### src/rtl/ysyx_23060184_lsu.sv
// ----------------------------------------------------------------------------
// ysyx_23060184_lsu
// Memory-stage load/store unit. It is the downstream end of the execute-stage
// Evalid/Mready handshake, issues at most one req/gnt/rvalid access to data
// memory per transaction, and hands the result to writeback via Mvalid/Wready.
//
// Ports
//   clk, rstn                 clock, synchronous active-low reset
//   Evalid / Mready           execute handshake (Mready=1 only in IDLE)
//   ALUResult, StoreData      address or pass-through value, store source
//   MemRead, MemWrite         load / store (both set -> load)
//   MemSize, MemSign          00 byte, 01 half, 1x word; sign-extend loads
//   mem_req/we/addr/wdata/wmask  data-memory request side
//   mem_gnt, mem_rvalid, mem_rdata  data-memory grant and response
//   Mvalid / Wready           writeback handshake
//   MemResult, ALUOut, Merr   load value or ALU result, captured ALU result,
//                             misaligned-access flag
// Only DATA_WIDTH = 32 (four byte lanes) is supported.
// ----------------------------------------------------------------------------
module ysyx_23060184_lsu #(
    parameter int DATA_WIDTH = 32
) (
    input  logic                  clk,
    input  logic                  rstn,
    input  logic                  Evalid,
    output logic                  Mready,
    input  logic [DATA_WIDTH-1:0] ALUResult,
    input  logic [DATA_WIDTH-1:0] StoreData,
    input  logic                  MemRead,
    input  logic                  MemWrite,
    input  logic [1:0]            MemSize,
    input  logic                  MemSign,
    output logic                  mem_req,
    output logic                  mem_we,
    output logic [DATA_WIDTH-1:0] mem_addr,
    output logic [DATA_WIDTH-1:0] mem_wdata,
    output logic [3:0]            mem_wmask,
    input  logic                  mem_gnt,
    input  logic                  mem_rvalid,
    input  logic [DATA_WIDTH-1:0] mem_rdata,
    output logic                  Mvalid,
    input  logic                  Wready,
    output logic [DATA_WIDTH-1:0] MemResult,
    output logic [DATA_WIDTH-1:0] ALUOut,
    output logic                  Merr
);

    localparam logic [1:0] S_IDLE = 2'd0;
    localparam logic [1:0] S_REQ  = 2'd1;
    localparam logic [1:0] S_WAIT = 2'd2;
    localparam logic [1:0] S_DONE = 2'd3;

    logic [1:0]            r_state;
    logic [1:0]            r_off;
    logic [1:0]            r_size;
    logic                  r_sign;
    logic                  r_is_load;
    logic                  r_we;
    logic [3:0]            r_wmask;
    logic                  r_merr;
    logic [DATA_WIDTH-1:0] r_alu;
    logic [DATA_WIDTH-1:0] r_addr;
    logic [DATA_WIDTH-1:0] r_wdata;
    logic [DATA_WIDTH-1:0] r_result;

    // Decode of the incoming execute-stage operation.
    logic                  w_is_mem;
    logic                  w_is_store;
    logic [1:0]            w_size;
    logic                  w_misaligned;
    logic [3:0]            w_mask;
    logic [DATA_WIDTH-1:0] w_shifted;
    logic [DATA_WIDTH-1:0] w_load_result;
    logic [DATA_WIDTH-1:0] w_resp_result;

    assign w_is_mem   = MemRead | MemWrite;
    // A simultaneous read and write is a load, so only a pure write stores.
    assign w_is_store = MemWrite & ~MemRead;
    assign w_size     = (MemSize == 2'b11) ? 2'b10 : MemSize;

    // NOTE: every signal assigned in always_comb gets a default first so no
    // path leaves it unassigned, which would infer a latch.
    always_comb begin
        w_misaligned = 1'b0;
        w_mask       = 4'b1111;
        case (w_size)
            2'b00: w_mask = 4'b0001 << ALUResult[1:0];
            2'b01: begin
                w_mask       = 4'b0011 << ALUResult[1:0];
                w_misaligned = ALUResult[0];
            end
            default: w_misaligned = (ALUResult[1:0] != 2'b00);
        endcase
        w_misaligned = w_misaligned & w_is_mem;
    end

    // Response lane alignment and extension, using the captured offset/size.
    assign w_shifted = mem_rdata >> {r_off, 3'b000};

    always_comb begin
        w_load_result = w_shifted;
        case (r_size)
            2'b00: w_load_result = {{24{r_sign & w_shifted[7]}},  w_shifted[7:0]};
            2'b01: w_load_result = {{16{r_sign & w_shifted[15]}}, w_shifted[15:0]};
            default: w_load_result = w_shifted;
        endcase
    end

    // A store's response is only an acknowledgement; it reports the address.
    assign w_resp_result = r_is_load ? w_load_result : r_alu;

    // NOTE: reset is synchronous here, so it is sampled inside the clocked
    // branch rather than listed in the sensitivity list.
    always_ff @(posedge clk) begin
        if (!rstn) begin
            // NOTE: sequential state uses non-blocking assignments so every
            // register samples the pre-edge values of the others.
            r_state   <= S_IDLE;
            r_off     <= 2'b00;
            r_size    <= 2'b00;
            r_sign    <= 1'b0;
            r_is_load <= 1'b0;
            r_we      <= 1'b0;
            r_wmask   <= 4'b0000;
            r_merr    <= 1'b0;
            r_alu     <= '0;
            r_addr    <= '0;
            r_wdata   <= '0;
            r_result  <= '0;
        end else begin
            case (r_state)
                S_IDLE: begin
                    if (Evalid) begin
                        r_alu     <= ALUResult;
                        r_addr    <= {ALUResult[DATA_WIDTH-1:2], 2'b00};
                        r_wdata   <= StoreData << {ALUResult[1:0], 3'b000};
                        r_wmask   <= w_is_store ? w_mask : 4'b0000;
                        r_we      <= w_is_store;
                        r_off     <= ALUResult[1:0];
                        r_size    <= w_size;
                        r_sign    <= MemSign;
                        r_is_load <= MemRead;
                        r_merr    <= w_misaligned;
                        if (w_misaligned) begin
                            r_result <= '0;
                            r_state  <= S_DONE;
                        end else if (!w_is_mem) begin
                            r_result <= ALUResult;
                            r_state  <= S_DONE;
                        end else begin
                            r_state  <= S_REQ;
                        end
                    end
                end
                S_REQ: begin
                    if (mem_gnt) begin
                        if (mem_rvalid) begin
                            r_result <= w_resp_result;
                            r_state  <= S_DONE;
                        end else begin
                            r_state  <= S_WAIT;
                        end
                    end
                end
                S_WAIT: begin
                    if (mem_rvalid) begin
                        r_result <= w_resp_result;
                        r_state  <= S_DONE;
                    end
                end
                default: begin
                    if (Wready) r_state <= S_IDLE;
                end
            endcase
        end
    end

    assign Mready    = (r_state == S_IDLE);
    assign Mvalid    = (r_state == S_DONE);
    assign mem_req   = (r_state == S_REQ);
    assign mem_we    = mem_req & r_we;
    assign mem_wmask = mem_req ? r_wmask : 4'b0000;
    assign mem_addr  = r_addr;
    assign mem_wdata = r_wdata;
    assign MemResult = r_result;
    assign ALUOut    = r_alu;
    assign Merr      = r_merr;

endmodule

### config.mk
export PLATFORM = sky130hd
export DESIGN_NAME = ysyx_23060184_lsu
export DESIGN_NICKNAME = d
export VERILOG_FILES = /design/src/rtl/ysyx_23060184_lsu.sv
export SDC_FILE = /design/constraint.sdc
export NUM_CORES = 1
export LEC_CHECK = 0
export CAP_MARGIN = 5
export CORE_ASPECT_RATIO = 0.7
export CORE_UTILIZATION = 35
export CTS_CLUSTER_SIZE = 8
export DETAILED_ROUTE_END_ITERATION = 8
export GPL_ROUTABILITY_DRIVEN = 0
export GPL_TIMING_DRIVEN = 0
export HOLD_SLACK_MARGIN = 0.05
export PLACE_DENSITY_LB_ADDON = 0.25
export SYNTH_ARGS = -nofsm -noshare
export SYNTH_HDL_FRONTEND = slang
export SYNTH_SLANG_ARGS = --single-unit
### constraint.sdc
create_clock -name clk -period 3 [get_ports clk]
set_input_delay 0.6 -clock clk [delete_from_list [all_inputs] [get_ports clk]]
set_output_delay 0.6 -clock clk [all_outputs]
set_load 0.02 [all_outputs]
# [Word-level counts from Yosys, hierarchy flattened]
# Index checks and enable logic that the tools add are counted.
[totals] ff_bits=140 elab_cells=63 output_inout_bits=137
[classes] mux=21 n_bitwise=7 shifts=4 eq_ne=10 n_reduce_logical=9
[ops] op="32-bit two-way mux" count=6
[ops] op="32-bit case mux with 3 select lines" count=1
[ops] op="32-bit case mux with 2 select lines" count=1
[ops] op="32-bit by 5-bit << shifter with 32-bit output" count=1
[ops] op="32-bit by 5-bit >> shifter with 32-bit output" count=1
[ops] op="2-bit two-way mux" count=7
[ops] op="4-bit two-way mux" count=2
[ops] op="4-bit case mux with 2 select lines" count=1
[ops] op="4-bit AND reduction" count=2
[ops] op="2-bit by 1-bit equality test with 1-bit output, second input constant" count=3
[ops] op="2-bit equality test, second input constant" count=3
[ops] op="2-bit logical NOT" count=3
[ops] op="2-bit case mux with 3 select lines" count=1
[ops] op="1-bit bitwise AND" count=5
[ops] op="2-bit inequality test, second input constant" count=2
[ops] op="4-bit nonzero test" count=1
[ops] op="1-bit by 2-bit << shifter with 4-bit output, first input constant" count=1
[ops] op="2-bit by 2-bit << shifter with 4-bit output, first input constant" count=1
[ops] op="3-bit by 2-bit inequality test with 1-bit output, second input constant" count=1
[ops] op="3-bit nonzero test" count=1
[ops] op="2-bit by 1-bit inequality test with 1-bit output, second input constant" count=1
[ops] op="1-bit case mux with 2 select lines" count=1
[ops] op="2-bit AND reduction" count=1
[ops] op="2-bit nonzero test" count=1
[ops] op="3 further kinds" count=3

# [Depth between registers and ports, before layout]
[logic_depth] word_depth=8 depth_mapped=9 depth_no_buf=7

# [Worst setup path after synthesis]
# No wires, ideal clock.
[synth_timing] kind="register -> register" from="register r_state[0]" to="register r_result[1], in the netlist MemResult[1]" slack_ns=0.978 path_buffers=3 required_ns=2.930 stages_incl_launch_ff=10 arrival_time_ns=1.952 setup_time_ns=0.070 path_cell_list="dfxtp_1 > inv_1 > ha_1 > buf_2 > inv_2 > o21a_1 > buf_2 > buf_1 > a22oi_1 > a21oi_1"
[synth_between] elab_chain_len=3 elab_cells_between_ends=9 cone_classes="eq/ne (5); mux (1); reduce/logical (3)"
[synth_rtl] item="start, declared" line_no="53" rtl="logic [1:0] r_state;"
[synth_rtl] item="start signal, assigned" line_no="118" rtl="r_state <= S_IDLE;"
[synth_rtl] item="start signal, assigned" line_no="146" rtl="r_state <= S_DONE;"
[synth_rtl] item="start signal, assigned" line_no="149" rtl="r_state <= S_DONE;"
[synth_rtl] item="2-bit by 1-bit equality test with 1-bit output (tied with other cells)" line_no="131" rtl="case (r_state)"
[synth_rtl] item="2-bit by 1-bit inequality test with 1-bit output (no source line) (tied with other cells)"
[synth_rtl] item="4-bit AND reduction (no source line)"
[synth_rtl] item="end signal, assigned" line_no="148" rtl="r_result <= ALUResult;"
[synth_rtl] item="end signal, assigned" line_no="158" rtl="r_result <= w_resp_result;"
[synth_rtl] item="end signal, assigned" line_no="167" rtl="r_result <= w_resp_result;"
[synth_rtl] item="end, declared" line_no="64" rtl="logic [DATA_WIDTH-1:0] r_result;"
# Parallel ways exist; a longest one is shown, timed or not.
# A chain may end at the register's enable or synchronous reset.

# [Worst setup path in the final report]
[layout_timing] from="input port mem_rdata[23]" to="register r_result[26], in the netlist MemResult[26]"
[layout_between] elab_chain_len=7 elab_cells_between_ends=8 cone_classes="shift (1); mux (5); bitwise (2)"
[layout_rtl] item="start, declared" line_no="40" rtl="input logic [DATA_WIDTH-1:0] mem_rdata,"
[layout_rtl] item="32-bit by 5-bit >> shifter with 32-bit output (*)" line_no="98" rtl="assign w_shifted = mem_rdata >> {r_off, 3'b000};"
[layout_rtl] item="1-bit bitwise AND (on tied branches)" line_no="104, 103"
[layout_rtl] item="32-bit case mux with 2 select lines (*)" line_no="102" rtl="case (r_size)"
[layout_rtl] item="32-bit two-way mux (*)" line_no="110" rtl="assign w_resp_result = r_is_load ? w_load_result : r_alu;"
[layout_rtl] item="32-bit two-way mux (*)" line_no="157, 166"
[layout_rtl] item="32-bit two-way mux" line_no="156" rtl="if (mem_gnt) begin"
[layout_rtl] item="32-bit case mux with 3 select lines (*)" line_no="131"
# Every way passes the cells marked *; elsewhere a longest branch is shown, timed or not. The select of a mux whose other input is x is not followed.

==> implementation parameters <==
Parameter                              Value

Power and ir drop
  Sw Pwr ... 2.94 mW
  Leakage dissipation ... 3.27 nW
  Switching share of power ... 42.4%
  Internal power ... 3.98 mW
  Power density of the placed cells ... 772 nW/um^2
  Maximum resistive drop on vdd ... 0.000381 V
  Reg power frac ... 30.2%
  Share of total power in combinational logic ... 51.6%
  Clock group share of total power ... 18.3%

Critical path
  Endpoint of the lowest-slack register-to-register path ... MemResult[18]
  Startpoint-to-endpoint class of the critical path ... primary input to flip-flop
  Endpoint required time on the critical path ... 3.23 ns
  Slowest stage delay, CP ... 1.07 ns
  Max Fanout on Critical Path ... 8
  Critical Path End Type ... flip-flop
  Count of buffer and inverter cells on the critical path ... 1
  WP data arrival ... 2.94 ns
  Count of cells along the worst register-to-register path ... 9
  FF-to-FF setup slack ... 0.39 ns
  Startpoint types ... primary input
  Critical-path cell list ... clkdlybuf4s50_1 -> mux2i_2 -> nor4_1 -> o31ai_1 -> o21a_1 -> a21oi_1
  Slowest stage cell, crit path ... sky130_fd_sc_hd__o31ai_1
  Worst reg2reg path startpoint ... r_state[0]
  Top Family by Delay on Critical Path ... compound AO/OA/AOI/OAI gates
  Critical path depth ... 6

Timing
  Max-slew violation count ... 0
  Slew at the pin closest to its max-slew limit ... 1.28 ns
  Time the final worst path needs with I/O delays and setup ... 2.70 ns
  Worst Skew ... 0.00966 ns
  Worst slew margin relative to its limit ... 14.0%
  Final TNS setup ... 0 ns
  Period Utilization, post-route ... 90.1%
  Final hold vios ... 0
  Top achievable clock speed ... 0.370 GHz
  Unrepaired setup endpoints after global routing ... false
  Count of final setup violators ... 0

CTS
  Hold-fix buffers, CTS ... 0
  Clock transition at the registers of the reported paths ... 0.07 ns
  CTS-repair resized insts ... 0
  TritonCTS clock tree ... done
  Maximum level of the CTS H-tree ... 3
  TritonCTS Buffers ... 9
  Number of setup buffers added after CTS ... 0
  Clock sink count ... 108
  Clk Latency, worst-skew pair ... 0.36 ns
  Clock Tree Buf Depth ... 2
  CTS root buffer ... sky130_fd_sc_hd__clkbuf_16

Layout
  Layout Area Growth over Synthesis ... 49.4%
  Antenna diode count ... 0
  Final std cells w/o fill ... 1,212
  Fraction of final layout cells with drive strength greater than 1 ... 9.02%
  Number of nets in the layout ... 1,093

Synthesis
  Yosys warning total ... 0
  Number of enable-type register cells in the synthesized netlist ... 0
  Number of instances in the synthesized netlist ... 733
  Number of storage elements in the synthesis netlist ... 108
  Most frequently used flop master after synthesis ... sky130_fd_sc_hd__dfxtp_1
  Mean instance size in the synthesized netlist ... 8.19 um^2
  Fraction of the yosys area taken by sequential cells ... 36.0%
  Largest area contributor in the netlist ... sky130_fd_sc_hd__dfxtp_1
  Post-Syn Area ... 6000 um^2
  Async SR Flop Fraction ... 0%
  Distinct cell type count of the synthesized netlist ... 55
  Synth top area cells ... sky130_fd_sc_hd__dfxtp_1 (36%), sky130_fd_sc_hd__nand2_1 (8.2%), sky130_fd_sc_hd__a21boi_0 (5.9%), sky130_fd_sc_hd__mux2i_1 (5.8%), sky130_fd_sc_hd__buf_4 (4.1%)
  Share of the synthesized area in the top cell type ... 36.0%

Global routing
  Maximum number of pins on one net before global-route repair ... 20
  Global-route wire length before repair ... 35,600 um
  Overflow left after global routing ... 0
  Via count of the first global-routing pass ... 6,038
  Antenna violations before repair ... 0
  Tot GR Track Use ... 26.5%

Min path
  Path class of the lowest-slack min-delay path ... flip-flop to flip-flop
  Sink of the worst hold path ... r_wmask[0]
  Worst hold path startpoint ... r_wmask[0]
  Number of stages on the worst hold path ... 2

Routing
  Final WL ... 23,500 um
  Mean routed wirelength per cell ... 19.4 um
  Number of DRC markers after the initial detailed-route iteration ... 648
  Drt via density ... 5.33
  Detailed-routing iteration count for the pre-antenna-repair pass ... 8
  Number of vias in the routed layout ... 6,457
  Post-route ant nets ... 0
  DRC violations left ... 0

Die
  Total number of placement rows ... 39
  Die Ht ... 112 um
  Area of the placeable core ... 16,500 um^2
  Boundary Pins ... 244
  Chip width ... 159 um
  Die footprint ... 17,700 um^2
  Starting density of the core ... 36.3%

Status
  Run status ... finished, final reports clean

Job
  Count of maximum capacitance violations ... 0

Placed design
  Placed wire-length estimate after detailed placement ... 18,100 um
  Count of placed standard cells including taps ... 1,196
  Port Buf Inserts ... 237
[tightest hold or removal path: stages, from the launching register on]
cell,delay [ns]
sky130_fd_sc_hd__dfxtp_1,0.31
sky130_fd_sc_hd__nand2_1,0.05
sky130_fd_sc_hd__a21boi_0,0.06
[layout make-up]
class	count	area [um^2]
tap	225	282
inverter	11	41.3
clock inverter	7	81.3
buffer	94	497
fill	1599	7580
clock buffer	9	225
sequential	108	2160
multi-input combinational	521	3300
timing repair buffer	237	2370
[registers in the layout, indices dropped and copies added, names as in the netlist]
signal	flops
r_off	1
r_wmask	4
r_is_load	1
r_size	2
r_we	1
r_sign	1
r_state	2
Merr	1
MemResult	32
mem_wdata	32
ALUOut	31
[layout by cell type (no fill, tap or decap), drive strengths merged, types with 3 or more instances in the layout]
cell	instances
and2	8
nand3	12
a211oi	8
a22oi	17
ha	4
nor3	3
nor4	3
a21oi	21
o2bb2ai	8
o31ai	3
o211a	9
clkdlybuf4s50	237
nor2	34
a21boi	48
nor2b	28
inv	14
o21a	8
mux2i	37
mux2	11
clkinv	3
nand2	131
dfxtp	108
o21ai	35
o22ai	16
buf	54
a222oi	7
o211ai	25
clkbuf	49
a31oi	22
[metal layers]
metal | track usage, % | vias to the layer above | share of wire, %
li1 | - | 3089 | -
met1 | 40.1 | 3042 | 48
met2 | 37.2 | 308 | 42
met3 | 6.85 | 18 | 9.3
met4 | 5.06 | 0 | 1.2
met5 | 0 | - | 0
[power by group through the flow]
stage / combinational, mW / clock, mW / sequential [mW]
final: 3.57 / 1.26 / 2.09
after global placement: 3.50 / 0 / 2.11
after global routing: 3.82 / 1.34 / 2.13
after CTS: 3.54 / 1.29 / 2.08
after detailed placement: 3.52 / 0 / 2.11
after floorplan: 1.58 / 0 / 2.47
[cells in the mapped netlist, drive strengths merged, types with 2 or more instances]
| cell type | instances |
|---|---|
| o21ai | 35 |
| nor2 | 34 |
| nor4 | 3 |
| a21boi | 48 |
| o31ai | 3 |
| a31oi | 22 |
| a211o | 2 |
| nand2 | 131 |
| buf | 54 |
| nand3 | 12 |
| clkbuf | 40 |
| o211a | 9 |
| inv | 10 |
| and2 | 8 |
| or3 | 2 |
| dfxtp | 108 |
| a222oi | 7 |
| mux2i | 37 |
| o21a | 8 |
| a211oi | 8 |
| mux2 | 11 |
| nand2b | 2 |
| o2bb2ai | 8 |
| o211ai | 25 |
| a22oi | 17 |
| nor3 | 3 |
| ha | 4 |
| nor2b | 28 |
| o22ai | 16 |
| o2111ai | 2 |
| a21oi | 21 |
[logic make-up (layout without fill, tap and decap cells)]
logic type	count (synthesis)	count (layout)	synth area share, %
other	1	2	0.0625
muxes	48	48	8.36
AOI/OAI and AO/OA	238	238	28.8
xor gates and xnor gates	1	1	0.146
buffers and inverters	105	358	8.97
DFF	108	108	36.0
adders and majority gates	4	4	0.834
and+or+nand+nor	228	228	16.8
[metrics by stage]
step	util [%]	area, um^2	setup WS [ns]	hold slack, ns	total power, mW
floorplan	-	6000	0.978	0.436	4.04
global placement	52.3	8660	0.0216	0.447	5.60
detailed placement	52.3	8660	0.0375	0.451	5.63
CTS	54.2	8960	0.398	0.462	6.90
global route	54.2	8960	0.203	0.493	7.28
finish	54.2	8960	0.297	0.466	6.92
[how the worst max path moves through the flow]
| stage | startpoint | endpoint |
|---|---|---|
| floorplan | r_state[0] | MemResult[1] |
| global placement | mem_rdata[31] | MemResult[26] |
| detailed placement | mem_rdata[23] | MemResult[26] |
| CTS | r_state[1] | mem_wmask[0] |
| global route | mem_rdata[31] | MemResult[25] |
| finish | mem_rdata[23] | MemResult[26] |
Note: power is estimated with default switching activity, not from simulation.
